[src/rtl/nco_sweep_ctrl_pkg.sv]
// Shared types and default widths for the NCO frequency-sweep controller.
package nco_sweep_ctrl_pkg;

  localparam int TW_WIDTH_DEF    = 32;
  localparam int DWELL_WIDTH_DEF = 16;

  typedef enum logic [2:0] {
    ST_IDLE  = 3'd0,
    ST_LOAD  = 3'd1,
    ST_DWELL = 3'd2,
    ST_STEP  = 3'd3,
    ST_DONE  = 3'd4
  } sweep_state_e;

  // True for the states in which a sweep is in progress.
  function automatic logic is_active_state(input sweep_state_e st);
    return (st == ST_LOAD) || (st == ST_DWELL) || (st == ST_STEP);
  endfunction

endpackage

[src/rtl/nco_step_clamp.sv]
// Combinational +/- step toward a target word.
// Overflow, underflow, landing on the target or overshooting it all clamp
// to the target. A zero step jumps straight to the target.
module nco_step_clamp
  import nco_sweep_ctrl_pkg::*;
#(
  parameter int W = TW_WIDTH_DEF
) (
  input  logic [W-1:0] cur_word,
  input  logic [W-1:0] step,
  input  logic [W-1:0] target,
  input  logic         descend,
  output logic [W-1:0] next_word,
  output logic         at_target
);

  logic [W:0] sum_s;
  logic [W:0] diff_s;

  // Next word selection with carry/borrow-aware clamping.
  always_comb begin
    sum_s     = {1'b0, cur_word} + {1'b0, step};
    diff_s    = {1'b0, cur_word} - {1'b0, step};
    at_target = (cur_word == target);
    next_word = target;
    if (step == {W{1'b0}}) begin
      next_word = target;
    end else if (!descend) begin
      if (sum_s[W] || (sum_s[W-1:0] >= target)) begin
        next_word = target;
      end else begin
        next_word = sum_s[W-1:0];
      end
    end else begin
      if (diff_s[W] || (diff_s[W-1:0] <= target)) begin
        next_word = target;
      end else begin
        next_word = diff_s[W-1:0];
      end
    end
  end

endmodule

[src/rtl/nco_sweep_ctrl.sv]
// Frequency-sweep controller producing the NCO tuning word.
// Optional build macro NCO_SWEEP_TRI_EN: continuous mode bounces between
// the endpoints (triangle) instead of restarting from f_start (sawtooth).
module nco_sweep_ctrl
  import nco_sweep_ctrl_pkg::*;
#(
  parameter int TW_WIDTH    = TW_WIDTH_DEF,
  parameter int DWELL_WIDTH = DWELL_WIDTH_DEF
) (
  input  logic                   clk_top,
  input  logic                   rst_top,
  input  logic                   start,
  input  logic                   stop,
  input  logic                   cont,
  input  logic [TW_WIDTH-1:0]    f_start,
  input  logic [TW_WIDTH-1:0]    f_stop,
  input  logic [TW_WIDTH-1:0]    f_step,
  input  logic [DWELL_WIDTH-1:0] dwell,
  output logic [TW_WIDTH-1:0]    tuning_word,
  output logic                   busy,
  output logic                   done,
  output logic                   sweep_dir
);

  sweep_state_e           state_r;
  logic [TW_WIDTH-1:0]    cfg_start_r;
  logic [TW_WIDTH-1:0]    cfg_stop_r;
  logic [TW_WIDTH-1:0]    cfg_step_r;
  logic [DWELL_WIDTH-1:0] cfg_dwell_r;
  logic                   cfg_cont_r;
  logic [DWELL_WIDTH-1:0] dwell_cnt_r;
  logic [TW_WIDTH-1:0]    next_word_s;
  logic                   at_target_s;

  nco_step_clamp #(.W(TW_WIDTH)) u_step_clamp (
    .cur_word  (tuning_word),
    .step      (cfg_step_r),
    .target    (cfg_stop_r),
    .descend   (sweep_dir),
    .next_word (next_word_s),
    .at_target (at_target_s)
  );

  // Sweep FSM with dwell counter, latched configuration and registered outputs.
  always_ff @(posedge clk_top or negedge rst_top) begin
    if (!rst_top) begin
      state_r     <= ST_IDLE;
      tuning_word <= {TW_WIDTH{1'b0}};
      busy        <= 1'b0;
      done        <= 1'b0;
      sweep_dir   <= 1'b0;
      dwell_cnt_r <= {DWELL_WIDTH{1'b0}};
      cfg_start_r <= {TW_WIDTH{1'b0}};
      cfg_stop_r  <= {TW_WIDTH{1'b0}};
      cfg_step_r  <= {TW_WIDTH{1'b0}};
      cfg_dwell_r <= {DWELL_WIDTH{1'b0}};
      cfg_cont_r  <= 1'b0;
    end else begin
      done <= 1'b0;
      if (stop && (state_r != ST_IDLE)) begin
        // Abort: the word freezes where it is, no completion pulse.
        state_r <= ST_IDLE;
        busy    <= 1'b0;
      end else begin
        case (state_r)
          ST_IDLE: begin
            if (start && !stop) begin
              cfg_start_r <= f_start;
              cfg_stop_r  <= f_stop;
              cfg_step_r  <= f_step;
              cfg_dwell_r <= dwell;
              cfg_cont_r  <= cont;
              state_r     <= ST_LOAD;
              busy        <= 1'b1;
            end else begin
              busy <= 1'b0;
            end
          end
          ST_LOAD: begin
            tuning_word <= cfg_start_r;
            sweep_dir   <= (cfg_stop_r < cfg_start_r);
            dwell_cnt_r <= cfg_dwell_r;
            state_r     <= ST_DWELL;
            busy        <= 1'b1;
          end
          ST_DWELL: begin
            busy <= 1'b1;
            if (dwell_cnt_r != {DWELL_WIDTH{1'b0}}) begin
              dwell_cnt_r <= dwell_cnt_r - {{(DWELL_WIDTH-1){1'b0}}, 1'b1};
            end else if (!at_target_s) begin
              state_r <= ST_STEP;
            end else if (cfg_cont_r) begin
              done <= 1'b1;
`ifdef NCO_SWEEP_TRI_EN
              // Turn around: the old start becomes the new target.
              cfg_start_r <= cfg_stop_r;
              cfg_stop_r  <= cfg_start_r;
              sweep_dir   <= ~sweep_dir;
              state_r     <= ST_STEP;
`else
              state_r     <= ST_LOAD;
`endif
            end else begin
              done    <= 1'b1;
              busy    <= 1'b0;
              state_r <= ST_DONE;
            end
          end
          ST_STEP: begin
            tuning_word <= next_word_s;
            dwell_cnt_r <= cfg_dwell_r;
            state_r     <= ST_DWELL;
            busy        <= 1'b1;
          end
          ST_DONE: begin
            state_r <= ST_IDLE;
            busy    <= 1'b0;
          end
          default: begin
            state_r <= ST_IDLE;
            busy    <= 1'b0;
          end
        endcase
      end
    end
  end

endmodule

[config.mk]
export PLATFORM = sky130hd
export DESIGN_NAME = nco_sweep_ctrl
export DESIGN_NICKNAME = d
export VERILOG_FILES = /design/src/rtl/nco_sweep_ctrl_pkg.sv /design/src/rtl/nco_step_clamp.sv /design/src/rtl/nco_sweep_ctrl.sv
export SDC_FILE = /design/constraint.sdc
export NUM_CORES = 1
export LEC_CHECK = 0
export CORE_ASPECT_RATIO = 0.5
export CORE_MARGIN = 1
export CORE_UTILIZATION = 45
export CTS_CLUSTER_DIAMETER = 50
export DETAILED_ROUTE_END_ITERATION = 8
export PLACE_DENSITY = 0.66
export SETUP_SLACK_MARGIN = 0.4
export SLEW_MARGIN = 20
export SYNTH_ARGS = -nofsm -noshare
export SYNTH_HDL_FRONTEND = slang
export SYNTH_SLANG_ARGS = --single-unit
[constraint.sdc]
create_clock -name clk_top -period 6.7 [get_ports clk_top]
set_clock_uncertainty 0.15 [all_clocks]
set_input_delay 1.005 -clock clk_top [delete_from_list [all_inputs] [get_ports clk_top]]
set_output_delay 1.005 -clock clk_top [all_outputs]
set_load 0.005 [all_outputs]
Word-level counts from Yosys, hierarchy flattened --
Cells that the tools add are included.
Cells by class: add/subtract/negate cells 3, $mul 0, div/mod/pow operators 0, order comparisons 3, equal/unequal tests 7, shift-type cells 0, muxes and demuxes 23, bitwise logic cells 1, reductions and logical operators 17
Operator list (count):
- two-way mux 32 bit | 4
- one-hot mux 32 bit (2 select lines) | 1
- adder 32 x 32 -> 33 bit | 1
- subtractor 32 x 32 -> 33 bit | 1
- == test 32 bit | 1
- greater-or-equal comparator 32 bit | 1
- <= comparator 32 bit | 1
- logical NOT 32 bit | 1
- < comparator 32 bit | 1
- one-hot mux 16 bit (2 select lines) | 1
- two-way mux 16 bit | 1
- nonzero test 16 bit | 1
- subtractor 16 x 1 -> 16 bit (second input constant) | 1
- two-way mux 3 bit | 5
- two-way mux 1 bit | 9
- one-hot mux 3 bit (3 select lines) | 1
- == test 3 x 2 -> 1 bit (second input constant) | 2
- inequality test 3 bit (second input constant) | 2
- AND reduction 2 bit | 3
- AND reduction 3 bit | 2
- nonzero test 2 bit | 2
- == test 3 x 1 -> 1 bit (second input constant) | 1
- logical NOT 3 bit | 1
- one-hot mux 1 bit (3 select lines) | 1
- 7 further kinds | 9
Word-level totals: flip-flop bits (word level) 167, latch bits 0, RAM bits 0, bits in read-only memories 0, input port bits 117, output and inout port bits 35, logic and storage cells 65, memories kept 0

Logic depth before layout (Yosys ltp) --
Gate-level depths: netlist (run 1).
word-level depth 7, mapped depth 24, depth with buffers taken out 23

By module --
A second synthesis (run 1) with hierarchy kept.
Second synthesis, totals: cells, all modules 1563, area total of the unflattened synthesis 14223.6 µm²
By module, submodules not included:
- nco_sweep_ctrl | times used 1, cells each 640, area an instance 7775.0 µm², sequential area each 4179.0 µm²
- nco_step_clamp | times used 1, cells each 923, area an instance 6448.7 µm², sequential area each 0.0 µm²

Least setup slack after synthesis (run 1) --
OpenSTA, ideal clock, no wires.
path kind reg-to-reg, start point register tuning_word[12], end point register tuning_word[15], library setup time 104 ps, arrival time 4729 ps, required time 6446 ps, setup slack 1717 ps, stages on the path, launching flop included 22, path buffers 1, clock period less this slack 4983 ps, cells stage by stage dfrtp_1 -> ha_1 -> buf_2 -> a21o_1 -> a31oi_2 -> a21boi_1 -> nor4bb_1 -> a21oi_1 -> o41ai_1 -> or4b_1 -> o311ai_1 -> ha_1 -> nand4_1 -> nor4_1 -> nor3b_1 -> o31a_1 -> o21a_1 -> nand2_1 -> nor2b_4 -> o21ai_4 -> a221o_1 -> o311ai_1
Between the ends: longest elaborated chain between the ends 7, elaborated cells on any way between the ends 11, those cells by class 2 x add/sub; 2 x order compare; 5 x mux; 2 x reduce/logical
RTL lines:
- start: declaration | RTL line nco_sweep_ctrl.sv:19 | output logic [TW_WIDTH-1:0] tuning_word,
- start signal: assignment | RTL line nco_sweep_ctrl.sv:48 | tuning_word <= {TW_WIDTH{1'b0}};
- start signal: assignment | RTL line nco_sweep_ctrl.sv:80 | tuning_word <= cfg_start_r;
- start signal: assignment | RTL line nco_sweep_ctrl.sv:110 | tuning_word <= next_word_s;
- adder 32 x 32 -> 33 bit or subtractor 32 x 32 -> 33 bit (tied branches) | RTL line nco_step_clamp.sv:22, nco_step_clamp.sv:23
- greater-or-equal comparator 32 bit or <= comparator 32 bit (tied branches) | RTL line nco_step_clamp.sv:29, nco_step_clamp.sv:35
- logical OR 1 bit, on equally long branches | RTL line nco_step_clamp.sv:29, nco_step_clamp.sv:35
- two-way mux 32 bit, on equally long branches | RTL line nco_step_clamp.sv:29, nco_step_clamp.sv:35
- two-way mux 32 bit (*) | RTL line nco_step_clamp.sv:28 | end else if (!descend) begin
- two-way mux 32 bit (*) | RTL line nco_step_clamp.sv:26 | if (step == {W{1'b0}}) begin
- one-hot mux 32 bit (2 select lines) (*) | RTL line nco_sweep_ctrl.sv:65 | case (state_r)
Mark *: on every way between the ends. The rest lies on a longest branch, timed or not. A chain may end at the register's enable or synchronous reset.

Worst setup path after layout (run 1) --
start point register tuning_word[16], end point register tuning_word[27]
Same word-level chain as after synthesis.

==> summary by stage, run 1 <==
Pwr
The internal portion of the total power is 0.00380 W. In this run the static leakage power is 6.95 nW. The share of total power dissipated in the clock network is 0.129.

The power dissipated by switching net loads is 0.00403 W. In this run the power density over the cells is 480 nW/um^2. Of the total power, combinational logic draws 0.660. Of the total power, registers draw 0.211. Of the total power, the share spent switching nets is 0.514.

VDD sags by at most 0.254 mV.

Logic synthesis
For this run, the number of Yosys warnings is 0. By area the synthesized netlist is led by sky130_fd_sc_hd__dfrtp_1 30%, sky130_fd_sc_hd__ha_1 15%, sky130_fd_sc_hd__o21ai_0 6.2%. In this run the cell area of the synthesized design comes to 13800 sq um.

The count of flip-flops with a built-in enable after synthesis is 0. The share of the synthesized area in the top cell type is 0.303. The synthesized netlist contains 88 unique library cells. Among all flip-flop cells after synthesis, the most frequent one is sky130_fd_sc_hd__dfrtp_1. The share of synthesized registers carrying an async set or reset is 1.00.

The synthesized design contains 167 register bits. The part of the Yosys area used for sequential elements is 0.303. The biggest area contributor in the post-synthesis netlist is sky130_fd_sc_hd__dfrtp_1.

The average cell area after synthesis is 8.29 sq um. The post-synthesis net count is 1943. Counting every instance in the synthesized netlist gives 1664.

Timing
In the finished design, the share of the clock period the worst path needs comes to 0.910. Headroom to the max-slew limit came out at 0.297. Setup violations remaining at the end of the flow were counted as 0.

The slew at the pin with the worst max-slew slack is 1050 ps. Setup repair after global routing left no endpoint under its margin. The shortest clock period the worst path allows after layout is 6090 ps. On the final layout, the worst hold slack is 349 ps.

The number of max-slew violations in the final report came to 0. The maximum clock frequency is 164 MHz. After routing, the total negative slack on setup checks comes to 0 ps. The final count of hold timing violations is 0.

Clocking
The CTS tree is built. After clock tree synthesis, the clock-pin slew on the worst setup and hold paths is 80 ps. The clock latency reported for the late side of the worst-skew pair is 470 ps. Clock tree synthesis inserted a total of 17 buffers. The clock drives 167 sinks.

The maximum count of clock buffers along a single path is 2. The CTS root buffer is sky130_fd_sc_hd__clkbuf_16. The quantity of hold-fixing buffers added after cts is 0. CTS built an H-tree with a depth of 4.

Routing
The number of iterations in the first detailed-routing pass is 6. After the first detailed-routing iteration, the DRC count stood at 1546. The final route contains 13.4k vias. Dividing the detail-routed wire length by the instance count gives 22.1 um. The final layout contains routed wiring with a total length of 48100 um.

In the routed design, unresolved DRC markers number 0. The detail route stage leaves a number of antenna-violating nets equal to 0. The post-detailed-route via-to-cell ratio is 6.16.

Final layout
The filler cells instantiated in the layout total 2807. The fraction of layout instances using a drive strength above 1 is 0.0761. From synthesis to final layout, the design area changed by 18.3%. The repair_antennas step left the layout with diodes totalling 0. The post-route cell area is 16300 sq um. For this run, the post-layout net count is 2054.

Die
For this configuration, the core starts out at a cell density of 0.467. The width of the chip is 250 um. The die covers 31400 sq um.

The placeable core region is 29600 sq um. The floorplan has 44 rows. The die is 126 um tall. The boundary pin count is 152.

Placement
Buffers placed on the I/O ports in this run total 151. The placed instance area is 15600 sq um. The post-detailed-placement half-perimeter wirelength is 37800 um. The congestion estimate from routability-driven global placement came to 0.978.

Global routing
The global router's overall resource usage is 0.310. The wire length of the first global-routing pass is 74200 um. The largest net degree at the start of global routing is 99.

The overall overflow remaining after global route is 0. The number of antenna violations at the first check in global routing is 0. The number of global-route vias before repair is 12.5k.

Setup path
STA puts the critical path data arrival time at 6290 ps. The highest cell delay on the worst timing path is 580 ps. The source of the worst register-to-register timing path is tuning_word[16]. The highest net fanout along the worst path is 15. The setup check on the worst reg-to-reg path leaves a slack of 610 ps. The setup path with the least slack is of type reg2reg. The number of cells traversed by the worst register-to-register path is 19.

The critical path goes through ha_2 > inv_1 > nor3_4 > a21boi_1 > nor4bb_1 > a21oi_1 > o41ai_2 > or4b_1 > o311ai_1 > ha_1 > nand4_1 > nor4_4 > nor3b_4 > o31a_1 > o21a_1 > nand3_4 > nand2_4 > a21oi_2 > a221o_1. STA classifies the critical path endpoint as a register. The worst setup path is launched from a register. The worst reg2reg path endpoint is tuning_word[27]. The required arrival time at the worst endpoint is 6890 ps. The cell at the slowest stage of the critical path is sky130_fd_sc_hd__dfrtp_1.

Job
The number of violations of the max-capacitance limit is 0.

Status
The run finished with clean final reports.

Worst hold path
The min-delay analysis places its worst path in the category in2async.
critical path, delay by kind of cell, from the launching register on:
| family | cells | cell delay, ps |
|---|---|---|
| AND/OR/NAND/NOR | 8 | 2330 |
| AO/OA/AOI/OAI | 8 | 1990 |
| adder cells (fa/ha/maj) | 2 | 640 |
| flip-flops | 1 | 580 |
| buffers and inverters | 1 | 280 |
cells in the final DEF, fill, tap and decap left out, types with 23 or more instances in the layout:
master and n:
sky130_fd_sc_hd__nor3_1 35, sky130_fd_sc_hd__nand3_1 30, sky130_fd_sc_hd__o21ai_0 170, sky130_fd_sc_hd__nor2_1 97, sky130_fd_sc_hd__nand2_1 178, sky130_fd_sc_hd__mux2_2 24, sky130_fd_sc_hd__nand4_1 33, sky130_fd_sc_hd__buf_4 23
sky130_fd_sc_hd__a21oi_1 129, sky130_fd_sc_hd__inv_1 139, sky130_fd_sc_hd__clkdlybuf4s50_1 150, sky130_fd_sc_hd__dfrtp_1 166, sky130_fd_sc_hd__ha_1 156, sky130_fd_sc_hd__xnor2_1 85, sky130_fd_sc_hd__o31ai_1 23, sky130_fd_sc_hd__a21o_1 28
per-layer routing:
layer | GRT usage | vias to the layer above | wire (um)
li1 | - | 6215 | -
met1 | 0.452 | 6477 | 22100
met2 | 0.447 | 646 | 20200
met3 | 0.0816 | 80 | 4670
met4 | 0.0871 | 0 | 1140
met5 | 0 | - | 0
sequential cells by signal (all words and copies together), names as in the netlist, 3 cells and up:
signal	flops
dwell_cnt_r	16
cfg_stop_r	32
cfg_start_r	32
tuning_word	32
cfg_step_r	32
cfg_dwell_r	16
state_r	3
power groups by stage:
| stage | clock, W | combinational [W] | sequential, W |
|---|---|---|---|
| after floorplan | 0 | 0.00343 | 0.00150 |
| final | 0.00101 | 0.00517 | 0.00165 |
| after global placement | 0 | 0.00487 | 0.00164 |
| after global routing | 0.00106 | 0.00562 | 0.00168 |
| after detailed placement | 0 | 0.00488 | 0.00165 |
| after CTS | 0.00102 | 0.00494 | 0.00163 |
stage by stage:
stage	utilization	std cells	worst slack, ps	total power (W)
after global placement	0.528	2143	407	0.00651
after global routing	0.552	2179	364	0.00836
after CTS	0.549	2179	488	0.00759
after detailed placement	0.528	2143	270	0.00652
after floorplan	-	1664	1720	0.00493
final	0.552	2179	606	0.00783
how the worst max path moves through the flow:
stage / start / to / slack [ps]
6_report: tuning_word[16] / tuning_word[27] / 610
3_3_place_gp: tuning_word[1] / tuning_word[30] / 410
4_1_cts: tuning_word[16] / tuning_word[27] / 490
3_5_place_dp: tuning_word[1] / tuning_word[27] / 270
5_1_grt: tuning_word[5] / tuning_word[27] / 360
2_1_floorplan: tuning_word[12] / tuning_word[15] / 1720
layout make-up:
type                    instances  area, sq um  area share
multi-input cells            1273         8850       0.542
flip-flops and latches        167         4180       0.256
repair buffers                174         1690       0.103
inverters                     142          533      0.0327
well taps                     391          489      0.0300
clock buffers                  17          425      0.0261
clock inverters                15          156     0.00958
synthesized netlist by cell type, types with 5 or more instances:
library cell / count
sky130_fd_sc_hd__o311ai_0: 10
sky130_fd_sc_hd__nand3_1: 30
sky130_fd_sc_hd__or3_1: 12
sky130_fd_sc_hd__a2111oi_0: 5
sky130_fd_sc_hd__a211oi_1: 10
sky130_fd_sc_hd__o41ai_1: 5
sky130_fd_sc_hd__a221o_1: 11
sky130_fd_sc_hd__nor4_1: 17
sky130_fd_sc_hd__o21a_1: 8
sky130_fd_sc_hd__nand4_1: 33
sky130_fd_sc_hd__o221ai_1: 9
sky130_fd_sc_hd__a21o_1: 28
sky130_fd_sc_hd__or2_2: 10
sky130_fd_sc_hd__a221oi_1: 7
sky130_fd_sc_hd__o22ai_1: 12
sky130_fd_sc_hd__nand2_1: 180
sky130_fd_sc_hd__o221a_2: 5
sky130_fd_sc_hd__dfrtp_1: 167
sky130_fd_sc_hd__mux2_2: 24
sky130_fd_sc_hd__nand2b_1: 11
sky130_fd_sc_hd__ha_1: 160
sky130_fd_sc_hd__xnor2_1: 85
sky130_fd_sc_hd__and3_1: 6
sky130_fd_sc_hd__o21ai_1: 9
sky130_fd_sc_hd__nor2b_1: 9
sky130_fd_sc_hd__o211ai_1: 15
sky130_fd_sc_hd__clkbuf_1: 57
sky130_fd_sc_hd__a21oi_1: 129
sky130_fd_sc_hd__a211o_1: 6
sky130_fd_sc_hd__inv_1: 139
sky130_fd_sc_hd__a31oi_1: 11
sky130_fd_sc_hd__a22o_1: 5
sky130_fd_sc_hd__nor3_1: 35
sky130_fd_sc_hd__o21ai_0: 170
sky130_fd_sc_hd__o31ai_1: 23
sky130_fd_sc_hd__buf_2: 15
sky130_fd_sc_hd__o21bai_1: 7
sky130_fd_sc_hd__nor2_1: 97
repair_timing:
action,CTS,global route
endpoints found under the setup margin,8,32
gates resized for setup,2,21
setup buffers,4,0
logic make-up (layout without fill, tap and decap cells):
logic type	after synthesis	after routing	synth area share
AOI/OAI and AO/OA	527	527	0.246
and+or+nand+nor	470	470	0.163
buffers and inverters	224	348	0.0639
DFF	167	167	0.303
adders and majority gates	162	162	0.148
xor gates and xnor gates	87	87	0.0552
muxes	27	27	0.0218
Note: power is estimated with default switching activity, not from simulation.
==> inputs of run 2 (changes only) <==
- DONT_BUFFER_PORTS: unset -> 1
- PLACE_DENSITY: 0.66 -> unset
==> summary by stage, run 2 (synthesized netlist as in run 1, its figures left out) <==
Die
The area enclosed by the die boundary is 31400 sq um. The starting density of the core is 0.467. The die is 126 um tall. The cell row count is 44.

For this design the top-level I/O count stands at 152. In this run the standard cell core region covers 29600 sq um. The width of the chip is 250 um.

Timing
The number of max-slew violations in the final report is 0. In the final timing run, aggregate negative setup slack is 0 ps. The share of the clock period used by the worst path is 0.892.

The final count of hold timing violations is 0. Across all hold checks on the routed design, the worst slack comes to 74.6 ps. Setup violations remaining at the end of the flow were counted as 0. The tightest slew margin relative to the limit is 0.272. For the pin with the worst max-slew slack, the measured transition is 1090 ps.

The shortest clock period the worst path allows after layout is 5970 ps. Derived from the worst setup path, the maximum achievable clock frequency is 167 MHz. Setup repair after global routing left no endpoint under its margin.

Clocking
Hold repair after CTS inserted 0 buffers. After clock tree synthesis, the clock-pin slew on the worst setup and hold paths is 80 ps. The clock net in this run drives a total of 167 sinks. In this run, CTS created clock tree buffers numbering 17. The CTS tree is built. The CTS root buffer is sky130_fd_sc_hd__clkbuf_16. The H-tree depth reported by CTS is 4.

Clock latency on the worst-skew pair, taken at its later pin, is 470 ps. In this run the deepest clock path goes through 2 buffers.

Global routing
The first global-routing pass estimated 79800 um of wire. Across every metal layer, demand over resource in global routing totals 0.341. The number of global-route vias before repair is 12.5k.

The number of antenna violations at the first check in global routing was 1. Entering global routing, the biggest net connects 168 pins. For this run the aggregate overflow at the end of global routing stands at 0.

Final layout
The library cells used most frequently in the layout, excluding fill and tap cells, are 180 x sky130_fd_sc_hd__nand2_1, 170 x sky130_fd_sc_hd__o21ai_0, 166 x sky130_fd_sc_hd__dfrtp_1, 157 x sky130_fd_sc_hd__ha_1, 139 x sky130_fd_sc_hd__inv_1. The fraction of layout instances using a drive strength above 1 is 0.0957. The area added between synthesis and finish is 8.65%. In the final layout, the multi-input gates occupy 8840 sq um. The final layout net count is 1927. The repair_antennas step left the layout with diodes totalling 0. After filler insertion, the fill cell instance count of the layout stands at 2889.

Leaving out fill and tap cells, the most frequent cell in the layout is sky130_fd_sc_hd__nand2_1. The combined flip-flop and latch cell area is 4180 sq um.

Pwr
Of the total power, the share spent switching nets is 0.536. The static leakage power is 6.46 nW. The power per unit of standard cell area is 538 nW/um^2. The combinational fraction of design power is 0.672. IR analysis of the VDD net gives a maximum drop of 0.247 mV. The internal power consumption is 0.00374 W. Of the total power, registers draw 0.199. The clock network power share is 0.129. For this design the total switching power over the nets is 0.00432 W.

Job
The number of violations of the max-capacitance limit is 0.

Placement
The congestion estimate from routability-driven global placement came to 1.03. The number of buffers added on ports is 0. The post-detailed-placement half-perimeter wirelength is 41900 um.

Setup path
The arrival time at the worst endpoint is 6170 ps. Across all register-to-register paths, the minimum setup slack is 730 ps. The worst setup path is launched from a register. The critical path in this run is classified as reg2reg.

The highest cell delay on the worst timing path is 470 ps. STA puts the critical path data required time at 6900 ps. In this run the critical register-to-register path is launched from tuning_word[0]. In this run the worst path has a maximum fanout of 6. In this run the critical register-to-register path is captured at tuning_word[26].

The cell at the slowest stage of the critical path is sky130_fd_sc_hd__dfrtp_1. For the worst flop-to-flop path, the logic depth is 25. The sort of element at the end of the critical path is a register.

Routing
For this block, the initial DRC count from the detailed router was 1579. The DRC violation count after routing is 0. The count of vias placed by the detailed router is 13.0k. The aggregate routed wire length is 53200 um. The post-detailed-route via-to-cell ratio is 6.35. In the final routed layout, each cell accounts on average for 25.9 um. The count of antenna-violating nets left after detailed routing is 0.

The number of iterations in the first detailed-routing pass is 7.

Worst hold path
The type of the tightest min-delay check is in2async.

Status
The run finished with clean final reports.
-- run 2: cell count changes in the layout (fill, tap and decap cells not counted), moves of 2 or more --
cell	before	now
sky130_fd_sc_hd__nor4_2	2	5
sky130_fd_sc_hd__buf_4	23	47
sky130_fd_sc_hd__clkdlybuf4s50_1	150	0
sky130_fd_sc_hd__nor2_1	97	94
sky130_fd_sc_hd__nor4_1	14	12
sky130_fd_sc_hd__clkinv_2	2	0
sky130_fd_sc_hd__nand2_1	178	180
sky130_fd_sc_hd__ha_2	4	2
sky130_fd_sc_hd__nor2_2	1	4
-- run 2: power by group through the flow --
stage                     Clock (W)  Combinational (W)  Sequential [W]
after global placement            0            0.00510         0.00160
after CTS                   0.00105            0.00516         0.00159
after detailed placement          0            0.00511         0.00161
final                       0.00104            0.00542         0.00161
after floorplan                   0            0.00343         0.00150
after global routing        0.00109            0.00582         0.00163
-- run 2: critical path: cells and delay by family, from the launching register on --
family          cells  cell delay [ps]
compound gates     11             2480
xor+xnor            1              150
fa+ha+maj           3              890
buf+inv             4              500
flops               1              470
simple gates        6             1220
-- run 2: timing repair --
item	4_1_cts	5_1_grt
endpoints found under the setup margin	9	32
resized for setup	5	12
gates cloned	0	0
buffers inserted	0	3
-- run 2: through the flow --
stage	setup slack [ps]	std cells	cell area, sq um	util	power (W)
final	726	2052	15000	0.507	0.00806
after global routing	427	2052	15000	0.507	0.00855
after CTS	494	2049	14900	0.504	0.00779
after detailed placement	303	2017	14300	0.483	0.00672
after global placement	351	2017	14300	0.483	0.00670
after floorplan	1720	1664	13800	-	0.00493
-- run 2: final cells by class --
cell class | count | area share
clock inverters | 15 | 0.0115
flip-flops and latches | 167 | 0.279
inverters | 142 | 0.0355
repair buffers | 47 | 0.0235
well taps | 391 | 0.0326
clock buffers | 17 | 0.0284
multi-input cells | 1273 | 0.590
-- run 2: how the worst max path moves through the flow --
stage | from | endpoint
2_1_floorplan | tuning_word[12] | tuning_word[15]
3_3_place_gp | tuning_word[15] | tuning_word[26]
3_5_place_dp | tuning_word[1] | tuning_word[26]
4_1_cts | tuning_word[1] | tuning_word[26]
5_1_grt | tuning_word[0] | tuning_word[11]
6_report | tuning_word[0] | tuning_word[26]
-- run 2: per-layer routing --
layer,global-route usage,vias to the layer above,wire length (um)
met5,0,-,0
li1,-,5943,-
met1,0.522,6398,25700
met2,0.470,633,21000
met4,0.0635,0,709
met3,0.0974,55,5860
==> inputs of run 3 (changes only) <==
- GPL_ROUTABILITY_DRIVEN: unset -> 0
==> summary by stage, run 3 (synthesized netlist as in run 1, its figures left out) <==
Timing
The tightest slew margin relative to the limit is 0.234. Setup repair after global routing left no endpoint under its margin. Setup slack closes at 643 ps. The number of max-slew violations in the final report was 0. The routed design could run at a clock period as short as 6060 ps. Derived from the worst setup path, the maximum achievable clock frequency is 165 MHz. The share of the clock period used by the worst path is 0.904. After routing, the total negative slack on setup checks comes to 0 ps. At the pin with the least slew margin, the transition time is 1140 ps.

The total of endpoints with negative setup slack in the final report is 0. The final count of hold timing violations came to 0.

Clocking
The maximum count of clock buffers along a single path is 2. The CTS root buffer is sky130_fd_sc_hd__clkbuf_16. The number of clock buffers inserted by TritonCTS is 17.

For the worst-skew pair, the clock arrives at the later sink with an insertion delay of 470 ps. After clock tree synthesis, the clock-pin slew on the worst setup and hold paths is 80 ps. TritonCTS built the clock tree. CTS saw 167 sinks.

For this design, the CTS-stage hold fixing added 0 buffers. The H-tree was split into 4 levels.

Pwr
The analysis attributes to cell leakage a power of 6.40 nW. The sum of internal, switching and leakage power is 0.00777 W. For this design the ratio of total power to cell area is 522 nW/um^2.

The worst vdd rail ir drop is 0.236 mV.

Setup path
Tracing the worst setup path back leads to its startpoint at cfg_step_r[1]. The critical path goes through inv_1 > ha_1 > nor2b_1 > o2111ai_1 > a211oi_1 > buf_4 > nor3_1 > o211ai_1 > o211ai_1 > xnor2_1 > ha_1 > nand4_1 > nor2_1 > a221o_1 > o31a_1 > o21a_1 > mux2_2 > o21ai_0 > a211oi_1 > a21oi_1 > and2_1. The arrival time at the worst endpoint is 6260 ps.

The worst register-to-register path begins at cfg_step_r[1]. The highest net fanout along the worst path is 5. The type of the setup path with the least slack is reg2reg. For the worst setup path, the data required time is 6910 ps. The cell at the slowest stage of the critical path is sky130_fd_sc_hd__nor3_1.

The highest cell delay on the worst timing path is 760 ps. The sort of element at the end of the critical path is a register. The worst setup path is launched from a register.

Die
In this run the core area contains 44 standard-cell rows. The boundary pin count is 152. The area enclosed by the die boundary is 31400 sq um.

The placeable core region is 29600 sq um. The width of the chip is 250 um. The starting density of the core is 0.467. Measured along the y axis, the die boundary spans 126 um.

Job
The number of violations of the max-capacitance limit is 0.

Routing
The DRC violation count after routing is 0. The average wire per standard cell is 23.9 um. The violation count after the first detailed-routing iteration is 1565. The aggregate routed wire length is 48800 um. The routed layout has 13.0k vias. The detail route stage leaves a number of antenna-violating nets equal to 0. Using the TritonRoute via totals, the vias-per-cell ratio works out to 6.36. The first detailed-routing pass took 6 iterations.

Placement
Port buffering added 0 buffers. The worst-case setup slack after placement is 696 ps. In this run the cell area measured after placement is 14200 sq um. The post-detailed-placement half-perimeter wirelength is 37500 um.

Final layout
The final layout net count is 1918. Once layout is done, the placed cells without fillers occupy 14900 sq um. Compared with the post-synthesis result, the final layout area differs by 7.97%.

In the layout the commonest cells are 180 x sky130_fd_sc_hd__nand2_1, 170 x sky130_fd_sc_hd__o21ai_0, 166 x sky130_fd_sc_hd__dfrtp_1, 156 x sky130_fd_sc_hd__ha_1, 139 x sky130_fd_sc_hd__inv_1. The library cell used most frequently in the layout, excluding fill and tap cells, is sky130_fd_sc_hd__nand2_1. The fraction of layout instances using a drive strength above 1 is 0.0860.

Global routing
Across every metal layer, demand over resource in global routing totals 0.311. Entering global routing, the biggest net connects 168 pins. For this run the aggregate overflow at the end of global routing stands at 0. The number of global-route vias before repair is 12.5k.

The wire length of the first global-routing pass is 74400 um. The number of antenna violations at the first check in global routing came to 0.

Worst hold path
The path class of the tightest hold or removal check is in2async.

Status
The flow ran to the end, and the final reports show no timing, DRC or antenna violations.
run 3: stage by stage:
| step | hold slack [ps] | cells | util |
|---|---|---|---|
| 6_report | 82.5 | 2044 | 0.504 |
| 5_1_grt | 65.9 | 2043 | 0.504 |
| 4_1_cts | 60.4 | 2036 | 0.500 |
| 3_5_place_dp | 345 | 2004 | 0.480 |
| 3_3_place_gp | 341 | 2004 | 0.480 |
| 2_1_floorplan | 321 | 1664 | - |
run 3: cell type report:
cell class | count | area [sq um]
clock inverters | 14 | 159
repair buffers | 37 | 298
flip-flops and latches | 167 | 4180
inverters | 142 | 533
fillers | 2824 | 14700
diodes | 1 | 2.50
multi-input cells | 1274 | 8810
clock buffers | 18 | 429
well taps | 391 | 489
run 3: per-layer routing:
| metal | global-route usage | vias to the layer above | routed length, um |
|---|---|---|---|
| met5 | 0 | - | 0 |
| li1 | - | 5950 | - |
| met1 | 0.435 | 6230 | 21300 |
| met3 | 0.110 | 97 | 6320 |
| met4 | 0.100 | 0 | 1260 |
| met2 | 0.443 | 732 | 19900 |
run 3: repair_timing:
item	4_1_cts	5_1_grt
gates resized for setup	0	11
endpoints found under the setup margin	0	26
buffers inserted	0	5
run 3: worst paths after layout:
check / endpoint / slack (ps) / cells past startpoint
worst max-delay path: tuning_word[1] / 640 / 21
worst min-delay path: cfg_dwell_r[6] / 80 / 0
worst max register to register: tuning_word[1] / 640 / 21
worst min register to register: cfg_dwell_r[10] / 350 / 1
max in group asynchronous: cfg_step_r[23] / 6000 / 0
min in group clk_top: cfg_dwell_r[10] / 350 / 1
run 3: where the power goes:
group	total, W	leakage, nW	internal, W	switching (W)
combinational	0.00514	4.10	0.00192	0.00322
clock	0.00102	0.276	0.000499	0.000516
sequential	0.00162	2.03	0.00126	0.000354
total	0.00777	6.40	0.00368	0.00409
run 3: critical path: cells and delay by family (launching register included):
family	cells	cell delay (ps)
AOI/OAI and AO/OA	10	2380
and+or+nand+nor	5	1520
muxes	1	250
xor gates and xnor gates	1	270
adders and majority gates	2	650
DFF	1	430
buffers and inverters	2	300
